### config.mk
export PLATFORM = sky130hd
export DESIGN_NAME = simd_alu_rr_scheduler
export DESIGN_NICKNAME = d
export VERILOG_FILES = /design/src/rtl/simd_alu_rr_scheduler.sv
export SDC_FILE = /design/constraint.sdc
export NUM_CORES = 1
export LEC_CHECK = 0
export CAP_MARGIN = 30
export CORE_AREA = 2 2 616 618
export CTS_CLUSTER_DIAMETER = 30
export CTS_CLUSTER_SIZE = 25
export DETAILED_ROUTE_END_ITERATION = 8
export DIE_AREA = 0 0 618 620
export GPL_TIMING_DRIVEN = 0
export MAX_ROUTING_LAYER = met4
export PLACE_DENSITY = 0.31
export SLEW_MARGIN = 20
export SYNTH_ARGS = -nofsm -noshare
export SYNTH_HDL_FRONTEND = slang
export SYNTH_SLANG_ARGS = --single-unit
### constraint.sdc
create_clock -name clk -period 23.6 [get_ports clk]
set_input_delay 5.9 -clock clk [delete_from_list [all_inputs] [get_ports clk]]
set_output_delay 5.9 -clock clk [all_outputs]
set_load 0.1 [all_outputs]
### src/rtl/simd_alu_rr_scheduler.sv
// Round-robin front end for one shared bit-serial SIMD ALU.
// Picks one requester, latches its opcode and operand vectors, starts the ALU,
// waits for completion, and returns the result tagged with the requester id.
module simd_alu_rr_scheduler #(
    parameter int NUM_REQ   = 4,
    parameter int LANES     = 4,
    parameter int BIT_WIDTH = 32
) (
    input  logic                                        clk,
    input  logic                                        reset,
    input  logic [NUM_REQ-1:0]                          req_valid,
    output logic [NUM_REQ-1:0]                          req_ready,
    input  logic [NUM_REQ-1:0][1:0]                     req_op,
    input  logic [NUM_REQ-1:0][LANES-1:0][BIT_WIDTH-1:0] req_a,
    input  logic [NUM_REQ-1:0][LANES-1:0][BIT_WIDTH-1:0] req_b,
    output logic                                        alu_start,
    output logic [1:0]                                  alu_op,
    output logic [LANES-1:0][BIT_WIDTH-1:0]             alu_a,
    output logic [LANES-1:0][BIT_WIDTH-1:0]             alu_b,
    input  logic                                        alu_done,
    input  logic [LANES-1:0][BIT_WIDTH-1:0]             alu_result,
    input  logic [LANES-1:0]                            alu_div_by_zero,
    output logic                                        resp_valid,
    input  logic                                        resp_ready,
    output logic [$clog2(NUM_REQ)-1:0]                  resp_id,
    output logic [LANES-1:0][BIT_WIDTH-1:0]             resp_result,
    output logic [LANES-1:0]                            resp_div_by_zero,
    output logic                                        busy
);

    localparam int IDW = $clog2(NUM_REQ);

    typedef enum logic [1:0] {IDLE, ISSUE, BUSY, RESP} state_t;

    state_t                          state_q, state_d;
    logic [IDW-1:0]                  rr_ptr_q, rr_ptr_d;
    logic [1:0]                      alu_op_q, alu_op_d;
    logic [LANES-1:0][BIT_WIDTH-1:0] alu_a_q, alu_a_d;
    logic [LANES-1:0][BIT_WIDTH-1:0] alu_b_q, alu_b_d;
    logic [IDW-1:0]                  resp_id_q, resp_id_d;
    logic [LANES-1:0][BIT_WIDTH-1:0] resp_result_q, resp_result_d;
    logic [LANES-1:0]                resp_dbz_q, resp_dbz_d;

    logic                            win_vld;
    logic [IDW-1:0]                  win_id;

    // Round-robin search: first valid requester strictly after the last winner.
    always_comb begin
        logic [IDW-1:0] idx;
        idx     = '0;
        win_vld = 1'b0;
        win_id  = '0;
        for (int k = 1; k <= NUM_REQ; k++) begin
            idx = IDW'((int'(rr_ptr_q) + k) % NUM_REQ);
            if (!win_vld && req_valid[idx]) begin
                win_vld = 1'b1;
                win_id  = idx;
            end
        end
    end

    // Sequencer: grant in IDLE, one-cycle start, wait for done, hold response.
    // req_ready is masked by reset so no handshake is offered while aborting.
    always_comb begin
        state_d       = state_q;
        rr_ptr_d      = rr_ptr_q;
        alu_op_d      = alu_op_q;
        alu_a_d       = alu_a_q;
        alu_b_d       = alu_b_q;
        resp_id_d     = resp_id_q;
        resp_result_d = resp_result_q;
        resp_dbz_d    = resp_dbz_q;
        req_ready     = '0;
        case (state_q)
            IDLE: begin
                if (win_vld && !reset) begin
                    req_ready[win_id] = 1'b1;
                    alu_op_d          = req_op[win_id];
                    alu_a_d           = req_a[win_id];
                    alu_b_d           = req_b[win_id];
                    resp_id_d         = win_id;
                    rr_ptr_d          = win_id;
                    state_d           = ISSUE;
                end
            end
            ISSUE: state_d = BUSY;
            BUSY: begin
                if (alu_done) begin
                    resp_result_d = alu_result;
                    resp_dbz_d    = alu_div_by_zero;
                    state_d       = RESP;
                end
            end
            RESP: begin
                if (resp_ready) state_d = IDLE;
            end
            default: state_d = IDLE;
        endcase
    end

    // State and datapath registers; reset aborts any in-flight operation.
    always_ff @(posedge clk or posedge reset) begin
        if (reset) begin
            state_q       <= IDLE;
            rr_ptr_q      <= IDW'(NUM_REQ - 1);
            alu_op_q      <= '0;
            alu_a_q       <= '0;
            alu_b_q       <= '0;
            resp_id_q     <= '0;
            resp_result_q <= '0;
            resp_dbz_q    <= '0;
        end else begin
            state_q       <= state_d;
            rr_ptr_q      <= rr_ptr_d;
            alu_op_q      <= alu_op_d;
            alu_a_q       <= alu_a_d;
            alu_b_q       <= alu_b_d;
            resp_id_q     <= resp_id_d;
            resp_result_q <= resp_result_d;
            resp_dbz_q    <= resp_dbz_d;
        end
    end

    assign alu_start        = (state_q == ISSUE);
    assign resp_valid       = (state_q == RESP);
    assign busy             = (state_q != IDLE);
    assign alu_op           = alu_op_q;
    assign alu_a            = alu_a_q;
    assign alu_b            = alu_b_q;
    assign resp_id          = resp_id_q;
    assign resp_result      = resp_result_q;
    assign resp_div_by_zero = resp_dbz_q;

endmodule

# Yosys cells after proc, flatten, opt, wreduce, memory -nomap -nowiden

Cells that the tools add are included.

Flip-flop bits (word level): 396
Logic and storage cells: 77
Output and inout bits: 399
Input port bits: 1172

Eq/ne operators: 6
Reductions and logical operators: 14
Muxes and demuxes: 30
Add/subtract/negate cells: 4
Order comparisons: 6

Operators by type and width:

| cell                                                                                | count |
|---|---|
| 128-bit binary-select mux with 2-bit select                                         | 2 |
| 128-bit two-way mux                                                                 | 2 |
| 2-bit two-way mux                                                                   | 8 |
| 2-bit by 3-bit < comparator with 1-bit output, second input constant                | 5 |
| 1-bit two-way mux                                                                   | 9 |
| 1-bit binary-select mux with 2-bit select                                           | 4 |
| 4-bit two-way mux                                                                   | 2 |
| 2-bit one-hot mux with 4 select lines                                               | 1 |
| 1-bit logical AND                                                                   | 5 |
| 2-bit by 1-bit adder with 2-bit output, second input constant                       | 2 |
| 2-bit adder, second input constant                                                  | 2 |
| 2-bit binary-select mux with 2-bit select                                           | 1 |
| 2-bit equality test, second input constant                                          | 2 |
| 1-bit logical NOT                                                                   | 4 |
| 2-bit != test, second input constant                                                | 2 |
| 2-bit AND reduction                                                                 | 2 |
| 3-bit AND reduction                                                                 | 1 |
| 1-bit demux with 2-bit select                                                       | 1 |
| 2-bit by 1-bit equality test with 1-bit output, second input constant               | 1 |
| 2-bit by 1-bit greater-or-equal comparator with 1-bit output, second input constant | 1 |
| 2-bit logical NOT                                                                   | 1 |
| 2-bit by 1-bit != test with 1-bit output, second input constant                     | 1 |
| 2-bit nonzero test                                                                  | 1 |

# Longest topological paths before layout

Depth in word-level cells: 19
Gate-level depth with buffers: 9
Depth with buffers taken out: 6

# Least setup slack after synthesis

Ideal clock, no wire load.

Kind: input to output
From: input port req_valid[0]
To: output port req_ready[1]
Required time: 17.700 ns
Data arrival time: 8.871 ns
Path slack: 8.829 ns
Buffers on the path: 2
Stages: 6
Cell sequence: clkbuf_1 -> inv_1 -> a31oi_1 -> nand2_1 -> clkbuf_1 -> nor3_1

Longest elaborated chain between the ends: 18
Elaborated cells between the ends (all ways): 30
Those cells by class: 2 x order compare; 20 x mux; 8 x reduce/logical

RTL lines:

| item                                                                                                                                                | RTL line | RTL |
|---|---|---|
| start, declared                                                                                                                                     | 11       | `input logic [NUM_REQ-1:0] req_valid,` |
| 1-bit binary-select mux with 2-bit select                                                                                                           | 55       | `if (!win_vld && req_valid[idx]) begin` |
| 1-bit two-way mux (implied by the code)                                                                                                             | 55       |  |
| 1-bit two-way mux                                                                                                                                   | 55       |  |
| 1-bit logical NOT                                                                                                                                   | 55       |  |
| 1-bit logical AND                                                                                                                                   | 55       |  |
| 1-bit two-way mux                                                                                                                                   | 55       |  |
| 1-bit logical NOT                                                                                                                                   | 55       |  |
| 1-bit logical AND                                                                                                                                   | 55       |  |
| [... 2 more ...]                                                                                                                                    | n/a      |  |
| 1-bit logical AND                                                                                                                                   | 55       |  |
| 2-bit two-way mux                                                                                                                                   | 55       |  |
| 2-bit by 3-bit < comparator with 1-bit output (implied by the code) or 2-bit by 1-bit greater-or-equal comparator with 1-bit output (tied branches) | 77       | `req_ready[win_id] = 1'b1;` |
| 1-bit logical AND (implied by the code)                                                                                                             | 77       |  |
| 1-bit two-way mux (implied by the code)                                                                                                             | 77       |  |
| 1-bit demux with 2-bit select                                                                                                                       | 77       |  |
| 4-bit two-way mux *                                                                                                                                 | 76       | `if (win_vld && !reset) begin` |
| 4-bit two-way mux *                                                                                                                                 | 74       | `case (state_q)` |
| end, declared                                                                                                                                       | 12       | `output logic [NUM_REQ-1:0] req_ready,` |

Mark *: on every way between the ends. The rest lies on a longest branch, timed or not. The select of a mux whose other input is x is not followed.

# Final worst setup path

From: input port req_valid[3]
To: output port req_ready[2]

The elaborated chain is that of the path after synthesis.

==> results.md <==
Status:
- The run finished with clean final reports.

Flow run:
- Max-cap violations in this run came to 0.

STA:
- The count of endpoints failing setup in the final report is 0.
- The final cycle utilization of the critical path is ~68%.
- The setup skew after layout is 77.2 ps.
- The hold violation total from the final report is 0.
- Derived from the worst setup path, the maximum achievable clock frequency is between 0.06 and 0.07 GHz.
- The number of pins with negative max-slew slack in the final report was 0.
- The total negative setup slack is 0 ps.
- The worst path needs 16080 ps of the cycle, external delays included.
- The relative max-transition margin is 17.8%.
- The final setup slack of the worst path is roughly 7500 ps.
- The transition time at the pin with the least slew margin is around 1200 ps.
- Setup repair after global routing left no endpoint under its margin.

Clock network:
- The number of cells upsized or downsized after cts is 0.
- Clock-pin slew was measured on the worst setup and hold paths at 40 ps.
- The number of clock sinks is 396.
- The H-tree was split into 4 levels.
- The clock tree from TritonCTS is yes.
- For the worst-skew pair, the clock arrives at the later sink with an insertion delay of 830 ps.
- The clock root buffer master is sky130_fd_sc_hd__clkbuf_16.
- The maximum root-to-sink buffer count is 4.
- The number of clock buffers inserted by TritonCTS is 175.
- The number of hold buffers added after CTS was 0.
- The buffer count from post-CTS setup fixing is 0.

Synthesis:
- The number of nets in the synthesized netlist is 3251.
- After synthesis, the netlist uses 32 different library cells.
- Yosys printed 0 warnings.
- Counting every instance in the synthesized netlist gives just over 2000.
- The post-synthesis register bit count is 396.
- The sequential element share of the synthesized area is 47.4%.
- After synthesis, the mean cell area works out to 10.1 um2.
- In the synthesized netlist the dominant register cell turns out to be sky130_fd_sc_hd__dfrtp_1.
- The number of flops mapped to enable cells by yosys is 0.
- Summing every instance area after synthesis gives 20900 um2.
- The share of async-settable or async-resettable flops after synthesis is between 90% and 100%.

Setup path:
- The critical path contains buffers and inverters numbering 5 combined.
- The sort of element at the end of the critical path is an output port.
- The critical path goes through clkdlybuf4s50_1 > nor2_1 > a31oi_2 > buf_6 > and2_1 > buf_2 > buf_1 > nand2_1 > nor2_1 > clkdlybuf4s50_1.
- The path type of the worst setup path is in -> out.
- The longest individual stage delay on the worst path is 1160 ps.
- STA classifies the critical path startpoint as an input pin.
- The cell family contributing the most delay on the critical path is buffers and inverters.
- The maximum fanout along the worst path is 10.
- On the critical path, the stage with the largest delay is an instance of sky130_fd_sc_hd__clkdlybuf4s50_1.
- For the worst setup path, the data required time is 17700 ps.
- At the worst endpoint, the arrival time is a little over 10000 ps.

Layout:
- In the layout the commonest cells are 1468 x sky130_fd_sc_hd__clkdlybuf4s50_1, 394 x sky130_fd_sc_hd__dfrtp_1, 335 x sky130_fd_sc_hd__nand2_1.
- Compared with the post-synthesis result, the final layout area differs by 151%.
- The count of filler cells inserted in the layout is 42800.
- The library cell used most frequently in the layout, excluding fill and tap cells, is sky130_fd_sc_hd__clkdlybuf4s50_1.
- The proportion of layout cells with a drive suffix above 1 is 19.1%.
- The net count of the finished layout is 5131.

Worst hold path:
- In this run the worst hold path is classified as reg -> reg.

Place:
- The count of input and output buffers is 1568.
- The post-DP HPWL is 293000 um.
- The post-placement worst setup slack is 7340 ps.
- The placer congestion estimate is 0.879.

Route:
- In this run, the number of DRC markers left after iteration 0 of detailed routing was 1956.
- In the final routed layout, each cell accounts on average for around 35 um.
- Before antenna repair, the detailed router went through 7 iterations.
- After detailed routing, the total wire length is 328000 um.
- The mean number of vias per cell is 3.04.
- The final routed DRC violation total is 0.
- The total number of vias is 28100.
- In this run the remaining antenna-violating nets after routing total 0.

Power:
- The static leakage power is 19.4 nW.
- IR analysis of the VDD net gives a maximum drop of 0.000143 V.
- The proportion of total power due to net switching is 54.0%.
- The share of total power dissipated in combinational logic is 62.1%.
- The power density relative to cell area is 184 nW/um2.
- The cell internal power dissipation is 4.43 mW.
- The relative contribution of the clock network to total power is 24.6%.
- The proportion of power drawn by flip-flops and latches is 13.3%.
- For this design the total switching power over the nets is roughly 5.2 mW.

Floorplanning:
- Once the floorplan was initialized, standard cells occupied between 5 and 6% of the core.
- The number of top-level design ports is 1571.
- The die area is approximately 380000 um2.
- After floorplanning, the core was divided into roughly 230 placement rows.
- The floorplan step set the die height to 620 um.
- The core region is 377000 um2.
- From left edge to right edge, the die measures between 600 and 700 um.

Global route:
- The initial antenna violation count was roughly 350.
- The overall overflow remaining after global route is 0.
- The first global-routing pass estimated a little under 400000 um of wire.
- Global routing used between 15 and 20% of the available tracks.
- Entering global routing, the biggest net connects just over 80 pins.
- The number of global-route vias before repair came to 28900.
power groups by stage:
stage	combinational, mW	sequential, mW	clock (mW)
6_report	5.97	1.28	2.37
4_1_cts	6.09	1.28	2.43
5_1_grt	6.21	1.32	2.46
3_5_place_dp	6.06	1.28	0
2_1_floorplan	0.969	3.69	0
3_3_place_gp	5.49	1.29	0
worst paths after layout:
kind	startpoint	endpoint	slack, ps	depth (start not counted)
setup / recovery	req_valid[3]	req_ready[2]	7520	10
min in group asynchronous	reset	resp_id[1]	5600	2
max in group asynchronous	reset	resp_div_by_zero[3]	16540	4
hold reg to reg	resp_id[1]	resp_id[1]	490	2
hold / removal	resp_id[1]	resp_id[1]	490	2
setup reg to reg	rr_ptr_q[1]	alu_a[115]	19740	10
state kept, by name, summed over array words and instances, names as in the netlist:
register,flops
rr_ptr_q,2
resp_id,2
alu_op,2
resp_result,128
alu_a,128
state_q,2
resp_div_by_zero,4
alu_b,128
final cells by class:
| class | count | area [um2] | area share (%) |
|---|---|---|---|
| inverters | 7 | 33.8 | 0.0644 |
| plain buffers | 195 | 865 | 1.65 |
| multi-input cells | 1477 | 10200 | 19.4 |
| clock buffers | 260 | 5190 | 9.90 |
| flip-flops and latches | 396 | 9910 | 18.9 |
| well taps | 5016 | 6280 | 12.0 |
| diodes | 146 | 365 | 0.697 |
| repair buffers | 1703 | 18800 | 35.8 |
| clock inverters | 52 | 871 | 1.66 |
cells by family (layout without fill, tap and decap cells):
kind of cell	after synthesis	count (layout)	share of synthesized area, %
other cells	0	146	0
flops	396	396	47.4
fa+ha+maj	4	4	0.239
simple gates	549	549	9.99
mux	321	321	17.3
compound gates	603	603	21.0
buf+inv	202	2217	4.07
cell usage after synthesis, drive strengths merged (2+ instances only):
library cell	n	area share [%]
a221o	72	3.4
nor2	198	3.6
nand2	337	6.0
a21oi	262	6.3
ha	4	0.24
dfstp	2	0.25
buf	54	1.4
nand2b	2	0.060
nor2b	3	0.090
dfrtp	394	47
inv	7	0.13
a221oi	190	8.0
o21ai	2	0.048
clkbuf	141	2.5
mux2	321	17
nor3	5	0.12
a31oi	2	0.060
o22a	70	2.9
per-stage QoR:
| step | total power [mW] | cells | utilization (%) | hold slack [ps] | cell area (um2) |
|---|---|---|---|---|---|
| 3_5_place_dp | 7.34 | 8794 | 12.2 | 476 | 46000 |
| 2_1_floorplan | 4.66 | 2075 | - | 503 | 20900 |
| 4_1_cts | 9.80 | 9106 | 13.8 | 484 | 52100 |
| 3_3_place_gp | 6.77 | 8659 | 11.4 | 476 | 42900 |
| 6_report | 9.62 | 9252 | 13.9 | 491 | 52400 |
| 5_1_grt | 9.99 | 9218 | 13.9 | 509 | 52300 |
worst reg2reg max path, stage by stage, from the launching register on:
cell and delay (ps):
sky130_fd_sc_hd__dfstp_2 520, sky130_fd_sc_hd__clkbuf_1 320, sky130_fd_sc_hd__a21oi_1 120, sky130_fd_sc_hd__nor2_1 100
sky130_fd_sc_hd__nor3b_1 90, sky130_fd_sc_hd__clkbuf_2 140, sky130_fd_sc_hd__buf_12 150, sky130_fd_sc_hd__buf_2 430
sky130_fd_sc_hd__buf_1 490, sky130_fd_sc_hd__a221oi_1 1150, sky130_fd_sc_hd__a21oi_1 150
per-layer routing:
| metal | routed length (um) | vias up | global-route usage (%) |
|---|---|---|---|
| met5 | 0 | - | - |
| met4 | 8990 | 0 | 3.67 |
| met3 | 42600 | 575 | 9.20 |
| met2 | 152000 | 1901 | 27.3 |
| met1 | 125000 | 13900 | 18.3 |
| li1 | - | 11700 | - |
Power figures use the tool's default switching activity.
